--- src/rtl/dmem_ext_arbiter.sv ---
// Data-memory front-end: shares data_mem between the CPU load/store path and a host burst port.
// Optional macro DMEM_ARB_ABORT_EN adds ext_abort/ext_aborted for host-side burst cancellation.
module dmem_ext_arbiter #(
    parameter int ADDR_W = 32,
    parameter int DATA_W = 32,
    parameter int LEN_W  = 8
) (
    input  logic              clk,
    input  logic              reset,
    input  logic              cpu_we,
    input  logic [ADDR_W-1:0] cpu_adr,
    input  logic [DATA_W-1:0] cpu_wdata,
    input  logic [2:0]        cpu_funct3,
    output logic [DATA_W-1:0] cpu_rdata,
    output logic              cpu_stall,
    input  logic              ext_start,
    input  logic              ext_we,
    input  logic [ADDR_W-1:0] ext_base,
    input  logic [LEN_W-1:0]  ext_len,
    input  logic              ext_valid,
    input  logic [DATA_W-1:0] ext_wdata,
    output logic              ext_ready,
    output logic [DATA_W-1:0] ext_rdata,
    output logic              ext_rvalid,
    output logic              ext_busy,
    output logic              ext_done,
`ifdef DMEM_ARB_ABORT_EN
    input  logic              ext_abort,
    output logic              ext_aborted,
`endif
    output logic              mem_we,
    output logic [2:0]        mem_funct3,
    output logic [ADDR_W-1:0] mem_adr,
    output logic [DATA_W-1:0] mem_wdata,
    input  logic [DATA_W-1:0] mem_rdata
);

    typedef enum logic [1:0] {IDLE, BURST, DONE} stateT;

    stateT             state, stateNext;
    logic [ADDR_W-1:0] curAdr;
    logic [LEN_W-1:0]  remaining;
    logic              burstWe;
    logic              abortReq;
    logic              beat;

`ifdef DMEM_ARB_ABORT_EN
    logic abortedReg;
    assign abortReq    = ext_abort && (state == BURST);
    assign ext_aborted = (state == DONE) && abortedReg;
`else
    assign abortReq = 1'b0;
`endif

    // An abort steals the cycle, so no beat can coincide with it.
    assign beat = (state == BURST) && ext_valid && !abortReq;

    always_ff @(posedge clk) begin
        if (reset) begin
            state      <= IDLE;
            curAdr     <= '0;
            remaining  <= '0;
            burstWe    <= 1'b0;
            ext_rdata  <= '0;
            ext_rvalid <= 1'b0;
`ifdef DMEM_ARB_ABORT_EN
            abortedReg <= 1'b0;
`endif
        end else begin
            state      <= stateNext;
            ext_rvalid <= beat && !burstWe;
            if (beat && !burstWe) begin
                ext_rdata <= mem_rdata;
            end
            case (state)
                IDLE: begin
                    if (ext_start) begin
                        curAdr    <= ext_base & ~ADDR_W'(3);
                        remaining <= ext_len;
                        burstWe   <= ext_we;
`ifdef DMEM_ARB_ABORT_EN
                        abortedReg <= 1'b0;
`endif
                    end
                end
                BURST: begin
                    if (abortReq) begin
                        remaining <= '0;
`ifdef DMEM_ARB_ABORT_EN
                        abortedReg <= 1'b1;
`endif
                    end else if (beat) begin
                        curAdr    <= curAdr + ADDR_W'(4);
                        remaining <= remaining - LEN_W'(1);
                    end
                end
                default: ;
            endcase
        end
    end

    // CPU owns the memory port only in IDLE; otherwise word accesses at curAdr.
    always_comb begin
        stateNext  = state;
        cpu_rdata  = mem_rdata;
        cpu_stall  = 1'b1;
        ext_ready  = 1'b0;
        ext_busy   = 1'b0;
        ext_done   = 1'b0;
        mem_we     = 1'b0;
        mem_funct3 = 3'b010;
        mem_adr    = curAdr;
        mem_wdata  = ext_wdata;
        case (state)
            IDLE: begin
                cpu_stall  = 1'b0;
                mem_we     = cpu_we;
                mem_funct3 = cpu_funct3;
                mem_adr    = cpu_adr;
                mem_wdata  = cpu_wdata;
                if (ext_start) begin
                    stateNext = (ext_len != '0) ? BURST : DONE;
                end
            end
            BURST: begin
                ext_busy  = 1'b1;
                ext_ready = !abortReq;
                mem_we    = beat && burstWe;
                if (abortReq || (beat && remaining == LEN_W'(1))) begin
                    stateNext = DONE;
                end
            end
            DONE: begin
                ext_done  = 1'b1;
                stateNext = IDLE;
            end
            default: stateNext = IDLE;
        endcase
    end

endmodule

--- config.mk ---
export PLATFORM = sky130hd
export DESIGN_NAME = dmem_ext_arbiter
export DESIGN_NICKNAME = d
export VERILOG_FILES = /design/src/rtl/dmem_ext_arbiter.sv
export SDC_FILE = /design/constraint.sdc
export NUM_CORES = 1
export LEC_CHECK = 0
export ABC_CLOCK_PERIOD_IN_PS = 3900
export CORE_AREA = 3 3 121 123
export DETAILED_ROUTE_END_ITERATION = 7
export DIE_AREA = 0 0 124 126
export HOLD_SLACK_MARGIN = 0.12
export MAX_ROUTING_LAYER = met4
export PLACE_DENSITY = 0.88
export SLEW_MARGIN = 5
export SYNTH_ARGS = -nofsm -noshare
export SYNTH_HDL_FRONTEND = slang
export SYNTH_SLANG_ARGS = --single-unit
export TNS_END_PERCENT = 5
--- constraint.sdc ---
create_clock -name clk -period 3.9 [get_ports clk]
set_input_delay 0.78 -clock clk [delete_from_list [all_inputs] [get_ports clk]]
set_output_delay 0.78 -clock clk [all_outputs]
set_load 0.005 [all_outputs]
### Word-level counts from Yosys, hierarchy flattened

Cells that the tools add are included.

| storage, ports and cells | value |
|---|---|
| word-level logic and storage cells | 42 |
| memory bits (read-only) | 0 |
| flip-flop bits (word level) | 76 |
| bits in latches | 0 |
| output and inout bits | 137 |
| input bits | 177 |
| memories | 0 |
| memory bits (writable) | 0 |

| operators by class | value |
|---|---|
| reductions and logical operators | 11 |
| equal/unequal tests | 6 |
| multiplexer cells | 17 |
| add/sub/neg operators | 2 |
| div/mod/pow operators | 0 |
| magnitude comparators | 0 |
| $mul | 0 |
| shift operators | 0 |
| bitwise gates (word level) | 0 |

Operators by type and width:

| kind | count |
|---|---|
| 2-to-1 mux 32 bit | 4 |
| case mux 32 bit (2 select lines) | 1 |
| adder 32 x 3 -> 32 bit, second input constant | 1 |
| 2-to-1 mux 8 bit | 2 |
| case mux 8 bit (2 select lines) | 1 |
| == test 8 x 1 -> 1 bit, second input constant | 1 |
| nonzero test 8 bit | 1 |
| subtractor 8 x 1 -> 8 bit, second input constant | 1 |
| 2-to-1 mux 2 bit | 3 |
| logical AND 1 bit | 4 |
| != test 2 bit, second input constant | 2 |
| case mux 2 bit (2 select lines) | 1 |
| AND reduction 2 bit | 2 |
| 2-to-1 mux 1 bit | 3 |
| 2-to-1 mux 3 bit | 1 |
| AND reduction 3 bit | 1 |
| == test 2 x 1 -> 1 bit, second input constant | 1 |
| == test 2 bit, second input constant | 1 |
| logical NOT 2 bit | 1 |
| != test 2 x 1 -> 1 bit, second input constant | 1 |
| case mux 1 bit (2 select lines) | 1 |
| nonzero test 2 bit | 1 |
| logical NOT 1 bit | 1 |

### Logic depth before layout (Yosys ltp)

Gate-level depths: netlist of the first run.

| logic depth | value |
|---|---|
| depth in word-level cells | 5 |
| gate-level depth with buffers | 9 |
| mapped depth without buffers | 7 |

### Worst setup path before layout of the first run

Ideal clock, no wire load.

| timing | value |
|---|---|
| path kind | reg2out |
| start | register state[1] |
| end | output mem_adr[10] |
| cell stages (with the launch flop) | 5 |
| arrival time | 1.447 ns |
| path buffers | 2 |
| path slack | 1.673 ns |
| cell sequence | dfxtp_1 -> clkbuf_1 -> nor2_1 -> clkbuf_1 -> mux2_2 |

| between the ends | value |
|---|---|
| longest elaborated chain between the ends | 2 |

RTL lines:

| item | line | RTL |
|---|---|---|
| start, declared | 40 | `stateT state, stateNext;` |
| start signal, assigned | 70 | `state <= stateNext;` |
| logical NOT 2 bit | 114 | `case (state)` |
| 2-to-1 mux 32 bit | 114 |  |
| end, declared | 33 | `output logic [ADDR_W-1:0] mem_adr,` |

Every way passes these cells.

### Worst setup path in the final report of the first run

| timing | value |
|---|---|
| start | register state[0] |
| end | output mem_wdata[6] |

| between the ends | value |
|---|---|
| longest elaborated chain between the ends | 2 |

RTL lines:

| item | line | RTL |
|---|---|---|
| logical NOT 2 bit | 114 |  |
| 2-to-1 mux 32 bit | 114 |  |
| end, declared | 34 | `output logic [DATA_W-1:0] mem_wdata,` |

Every way passes these cells.

==> impl_metrics.py, run 1 <==
metrics = {
    "outcome": {
        "status": "finished clean",
    },
    "power_and_ir_drop": {
        "p_int_w": 0.00178,
        "combPwrFrac_pct": 30.9,
        "switching_share_pct": 27.0,
        "power.switching_w": 0.000659,
        "p_leak_nw": 2.95,
        "power_density_mw_per_mm2": 300,
        "p_clk_share_pct": 33.5,
        "power_w": 0.00244,
        "ir_worst_vdd_mv": 0.200,
        "p_seq_share_pct": 35.6,
    },
    "worst_setup_path": {
        "path_cells": "nor2_4, buf_12, mux2_2, clkdlybuf4s50_1",
        "max_stage_delay_ns": 0.47,
        "reg2reg_to": "ext_rdata[0]",
        "cp_max_fo": 79,
        "r2r_start": "state[0]",
        "endpoint": "mem_wdata[6]",
        "cp.required_ns": 3.12,
        "cp.depth": 4,
        "timing_worst_setup_path_type": "register to primary output",
        "cp-start-kind": "register",
        "rrSetupSlack_ns": 1.38,
        "worstPathArrival_ns": 2.20,
        "cp.buffers_inverters": 2,
        "cp_top_family": "buffers and inverters",
        "ff2ff_path_depth": 8,
        "cp-startpoint": "state[0]",
        "worst_path_max_delay_cell": "clkdlybuf4s50_1",
        "cp-end-kind": "primary output",
    },
    "cells_and_area": {
        "synthToLayoutAreaGrowth_pct": 67.6,
        "stdcell_count": 1077,
        "final_nets": 1071,
        "drive_gt1_share_pct": 10.6,
    },
    "detailed_routing": {
        "wl_per_cell_microns": 16.5,
        "routed_wl_mm": 17.8,
        "drtIter0Drc": 330,
        "viasPerCell": 5.32,
        "firstDrtPassIters": 5,
        "antenna_left": 0,
        "via_count": 5732,
        "drc": 0,
    },
    "logic_synthesis": {
        "ys_async_sr_fraction_pct": 0,
        "synth_cell_types": 55,
        "synthCells": 641,
        "syn-num-nets": 821,
        "yosysSeqAreaShare_pct": 30.5,
        "synth_edf_count": 0,
        "avgSynthCellArea_sq_um": 7.57,
        "synth_ff_type": "dfxtp_1",
        "yosys_warnings": 0,
        "synth_seq_cells": 74,
        "netlist_area_sq_mm": 0.00485,
    },
    "clock_network": {
        "clkSinkCount": 74,
        "cts_tree": "built",
        "htreeDepth": 3,
        "root_buffer": "clkbuf_16",
        "hold_buffers": 0,
        "clkTransAtPathRegs_ns": 0.06,
        "clkLatencyLatePin_ns": 0.33,
        "post_cts_buffers": 0,
        "clockBufferDepth": 2,
        "cts_resized": 0,
        "numCtsBuffers": 9,
    },
    "timing": {
        "rsz0062_at_grt": "false",
        "setup_viol": 0,
        "fin_skew_ns": 0.00972,
        "hold_viol_final": 0,
        "timing.final.crit_share_pct": 76.5,
        "tightestPinTransition_ns": 1.15,
        "relSlewSlack_pct": 23.4,
        "fin_setup_tns_ns": 0,
        "fin_crit_ns": 2.98,
        "setup_slack_ns": 0.915,
        "drv_slew": 0,
        "clock.fmax_ghz": 0.335,
        "hold-worst-slack_ns": 0.451,
    },
    "grt": {
        "grt_use_total_pct": 22.4,
        "antenna_found_initial": 2,
        "grt_max_degree": 80,
        "grt_pass1_vias": 5586,
        "grt_pass1_wl_mm": 27.5,
        "grt_overflow": 0,
    },
    "floorplan": {
        "core_area_sq_mm": 0.0138,
        "die_y_microns": 126,
        "num_io_pins": 314,
        "num_rows": 43,
        "initial_core_util_pct": 35.2,
        "die_w_microns": 124,
        "dieArea_sq_mm": 0.0156,
    },
    "placed_design": {
        "io_buffers": 311,
        "hpwl_mm": 13.4,
        "dpl_worst_slack_ns": 0.888,
        "dp_cells": 1060,
        "gp_congestion": 0.824,
    },
    "hold_path": {
        "min-delay-path-class": "register to register",
    },
    "flow_run": {
        "max-cap-violations": 0,
    },
}
[Yosys cell counts (4+ instances only)]
cell type / instances / area, sq um
a211oi_1: 5 / 37.5
and4_1: 4 / 35.0
and2_1: 10 / 62.6
and3_1: 13 / 81.3
nand2_1: 113 / 424
mux2_2: 55 / 619
nand3_1: 16 / 80.1
nor2_1: 42 / 158
buf_4: 33 / 248
a32o_1: 4 / 40.0
mux2i_1: 7 / 70.1
nor4_1: 11 / 68.8
nand4_1: 7 / 43.8
a21oi_1: 71 / 355
clkbuf_1: 36 / 135
dfxtp_1: 74 / 1480
a32oi_1: 5 / 43.8
buf_2: 9 / 45.0
o21ai_0: 37 / 185
nor3_1: 17 / 85.1
inv_1: 14 / 52.6
[metrics by stage]
step                      utilization, %  instance area, sq um
final                               59.0                  8130
after global routing                59.0                  8130
after CTS                           59.0                  8130
after detailed placement            56.9                  7830
after global placement              56.9                  7830
after floorplan                        -                  4850
[registers in the layout (all words and copies together) (netlist names)]
register    flops
ext_rdata      32
curAdr         30
state           2
remaining       8
ext_rvalid      1
burstWe         1
[worst min-delay path by stage]
stage / start / to / slack, ns / cells after the start
6_report: ext_rdata[16] / ext_rdata[16] / 0.45 / 2
5_1_grt: ext_rdata[20] / ext_rdata[20] / 0.47 / 2
4_1_cts: ext_rdata[6] / ext_rdata[6] / 0.45 / 2
3_5_place_dp: ext_rdata[6] / ext_rdata[6] / 0.45 / 2
3_3_place_gp: ext_rdata[5] / ext_rdata[5] / 0.44 / 2
2_1_floorplan: ext_rdata[0] / ext_rdata[0] / 0.45 / 2
[kinds of logic after synthesis]
group | share of synthesized area [%]
simple gates | 25.8
fa+ha+maj | 0.774
buf+inv | 10.1
mux | 14.2
compound gates | 18.6
flops | 30.5
[cell usage in the layout (no fill, tap or decap), types with 3 or more instances in the layout]
cell / n
and3_1: 13
nor3_1: 17
mux2i_1: 7
a32o_1: 4
mux2_2: 55
dfxtp_1: 74
o211ai_1: 3
a32oi_1: 5
clkdlybuf4s50_1: 310
o32ai_1: 3
o221ai_1: 3
a21oi_1: 71
nand4_1: 7
buf_4: 6
and2_1: 10
a31oi_1: 3
inv_1: 14
a22o_1: 3
o21ai_0: 37
clkbuf_16: 9
nor2_1: 39
and4_1: 4
a211oi_1: 5
nand3_1: 16
nand2_1: 113
o22ai_1: 3
nor4_1: 11
ha_1: 3
[power groups by stage]
stage	Clock [W]	Combinational [W]	Sequential [W]
after floorplan	0	0.000339	0.000862
after global placement	0	0.000739	0.000882
after detailed placement	0	0.000753	0.000885
after CTS	0.000836	0.000758	0.000868
after global routing	0.000865	0.000820	0.000879
final	0.000817	0.000753	0.000869
[per-layer routing]
layer	part of all wire (%)	GRT usage [%]	up-vias
met4	1.4	7.15	0
li1	-	-	2752
met3	8.3	3.95	24
met2	51	37.4	301
met5	0	-	-
met1	39	27.3	2655
[worst reg2reg max path, stage by stage, from the launching register on]
cell	delay, ns
dfxtp_1	0.61
nand2b_2	0.41
inv_1	0.24
buf_4	0.31
nand2_1	0.17
nor2_2	0.10
buf_4	0.32
nand2_1	0.12
a21oi_1	0.16
[area by class of cell]
class	count	area, sq um
Fill cell	1239	5640
Timing Repair Buffer	318	3170
Multi-Input combinational cell	473	2900
Sequential cell	74	1480
Clock buffer	10	239
Tap cell	180	225
Inverter	15	56.3
Clock inverter	5	55.1
Antenna cell	2	5.00
Power figures use the tool's default switching activity.
==> run 2: changes to the inputs <==
--- a/config.mk
+++ b/config.mk
@@ -5,13 +5,14 @@
 export SDC_FILE = /design/constraint.sdc
 export NUM_CORES = 1
 export LEC_CHECK = 0
-export ABC_CLOCK_PERIOD_IN_PS = 3900
-export CORE_AREA = 3 3 121 123
+export ABC_CLOCK_PERIOD_IN_PS = 2700
+export CORE_ASPECT_RATIO = 1.1
+export CORE_MARGIN = 3
+export CORE_UTILIZATION = 33
 export DETAILED_ROUTE_END_ITERATION = 7
-export DIE_AREA = 0 0 124 126
 export HOLD_SLACK_MARGIN = 0.12
 export MAX_ROUTING_LAYER = met4
-export PLACE_DENSITY = 0.88
+export PLACE_DENSITY = 0.87
 export SLEW_MARGIN = 5
 export SYNTH_ARGS = -nofsm -noshare
 export SYNTH_HDL_FRONTEND = slang
==> constraint.sdc (replaced) <==
create_clock -name clk -period 2.7 [get_ports clk]
set_input_delay 0.54 -clock clk [delete_from_list [all_inputs] [get_ports clk]]
set_output_delay 0.54 -clock clk [all_outputs]
set_load 0.005 [all_outputs]
==> run 2 against run 1 <==
Effect of this change:
- register-to-register slack worse by 0.77 ns
- highest routed layer unchanged
- design area rose by 1.3%
- worst setup slack worse by 0.84 ns
- clock power is 53% higher
- utilization is 0.51 points lower
==> impl_metrics.py, run 2 (same netlist as run 1, synthesis figures left out) <==
metrics = {
    "timing": {
        "hold_viol_final": 0,
        "fin_setup_tns_ns": 0,
        "relSlewSlack_pct": 53.9,
        "tightestPinTransition_ns": 0.692,
        "clock.fmax_ghz": 0.381,
        "fin_skew_ns": 0.0101,
        "drv_slew": 0,
        "rsz0062_at_grt": "false",
        "fin_crit_ns": 2.62,
        "setup_viol": 0,
        "timing.final.crit_share_pct": 97.1,
    },
    "cells_and_area": {
        "final_cell_area_sq_mm": 0.00824,
        "register_area_sq_mm": 0.00148,
        "synthToLayoutAreaGrowth_pct": 69.8,
        "drive_gt1_share_pct": 11.5,
        "final_nets": 1079,
        "largest_reg_flops": 32,
        "final_common_cell": "clkdlybuf4s50_1",
        "multiInputGateArea_sq_mm": 0.00290,
        "antenna_cells": 0,
        "final_cell_mix": "310 x clkdlybuf4s50_1, 113 x nand2_1, 73 x dfxtp_1, 71 x a21oi_1, 55 x mux2_2",
        "top_regs": "ext_rdata x32, curAdr x30, remaining x8",
        "fillers": 1263,
        "largest-register": "ext_rdata",
    },
    "clock_network": {
        "cts_tree": "built",
        "numCtsBuffers": 9,
        "clkSinkCount": 74,
        "root_buffer": "clkbuf_16",
        "clkLatencyLatePin_ns": 0.33,
        "clockBufferDepth": 2,
        "post_cts_buffers": 0,
        "hold_buffers": 0,
        "clkTransAtPathRegs_ns": 0.06,
        "htreeDepth": 3,
    },
    "detailed_routing": {
        "via_count": 5719,
        "drc": 0,
        "routed_wl_mm": 18.9,
        "drtIter0Drc": 347,
        "antenna_left": 0,
        "wl_per_cell_microns": 17.3,
        "viasPerCell": 5.24,
        "firstDrtPassIters": 6,
    },
    "power_and_ir_drop": {
        "ir_worst_vdd_mv": 0.290,
        "p_leak_nw": 3.01,
        "power_density_mw_per_mm2": 440,
    },
    "worst_setup_path": {
        "cp_max_fo": 40,
        "cp-end-kind": "primary output",
        "worst_path_max_delay_cell": "clkdlybuf4s50_1",
        "worstPathArrival_ns": 2.08,
        "timing_worst_setup_path_type": "register to primary output",
        "path_cells": "nor2_4, clkbuf_16, mux2_2, clkdlybuf4s50_1",
        "cp.required_ns": 2.16,
        "max_stage_delay_ns": 0.49,
        "cp-start-kind": "register",
    },
    "floorplan": {
        "die_y_microns": 133,
        "dieArea_sq_mm": 0.0162,
        "die_w_microns": 122,
        "num_rows": 45,
        "num_io_pins": 314,
        "core_area_sq_mm": 0.0141,
        "initial_core_util_pct": 34.5,
    },
    "placed_design": {
        "placed_area_sq_mm": 0.00791,
        "hpwl_mm": 14.5,
        "gp_congestion": 0.895,
        "io_buffers": 311,
    },
    "outcome": {
        "status": "finished clean",
    },
    "grt": {
        "grt_pass1_wl_mm": 28.5,
        "grt_use_total_pct": 22.5,
        "antenna_found_initial": 0,
        "grt_overflow": 0,
        "grt_max_degree": 80,
        "grt_pass1_vias": 5523,
    },
    "flow_run": {
        "max-cap-violations": 0,
    },
    "hold_path": {
        "min-delay-path-class": "register to register",
    },
}
run 2: worst paths after layout:
kind	start	end	slack (ns)	cells after the start
max	state[0]	mem_wdata[5]	0.08	4
min	ext_rdata[22]	ext_rdata[22]	0.45	2
max reg2reg	curAdr[2]	curAdr[24]	0.61	6
min reg2reg	ext_rdata[22]	ext_rdata[22]	0.45	2
run 2: area by class of cell:
class                      instances  share of cell area [%]
clock buffer                      12                    3.23
clock inverter                     3                   0.562
inverter                          15                   0.683
multi-input combinational        473                    35.2
sequential                        74                    18.0
tap                              188                    2.85
timing repair buffer             326                    39.5
run 2: critical path, delay by kind of cell, from the launching register on:
family	cells	cell delay, ns
buf+inv	2	0.77
simple gates	1	0.19
flops	1	0.39
mux	1	0.37
run 2: repair_timing:
item                                    4_1_cts  5_1_grt
resized for setup                             1        1
endpoints found under the setup margin       32        2
pin swaps                                     0        1
cloned                                        0        1
run 2: stage by stage:
stage               worst slack [ns]  std cells  utilization [%]  hold WS [ns]  power (W)
floorplan                      0.713        641                -         0.453    0.00173
global placement               0.271       1075             56.2         0.441    0.00237
detailed placement             0.217       1075             56.2         0.445    0.00239
CTS                           0.0284       1090             58.4         0.453    0.00366
global route                  0.0182       1091             58.5         0.467    0.00380
finish                        0.0778       1091             58.5         0.451    0.00363
run 2: layer usage:
layer | wire [microns] | global-route usage [%]
met3 | 1580 | 3.74
met5 | 0 | -
met4 | 366 | 7.85
met1 | 7200 | 25.0
met2 | 9750 | 40.3
run 2: power breakdown:
group | internal (W) | leakage [nW] | switching, W
combinational | 0.000687 | 2.25 | 0.000438
clock | 0.000790 | 0.151 | 0.000460
sequential | 0.00117 | 0.606 | 0.0000865
total | 0.00264 | 3.01 | 0.000984
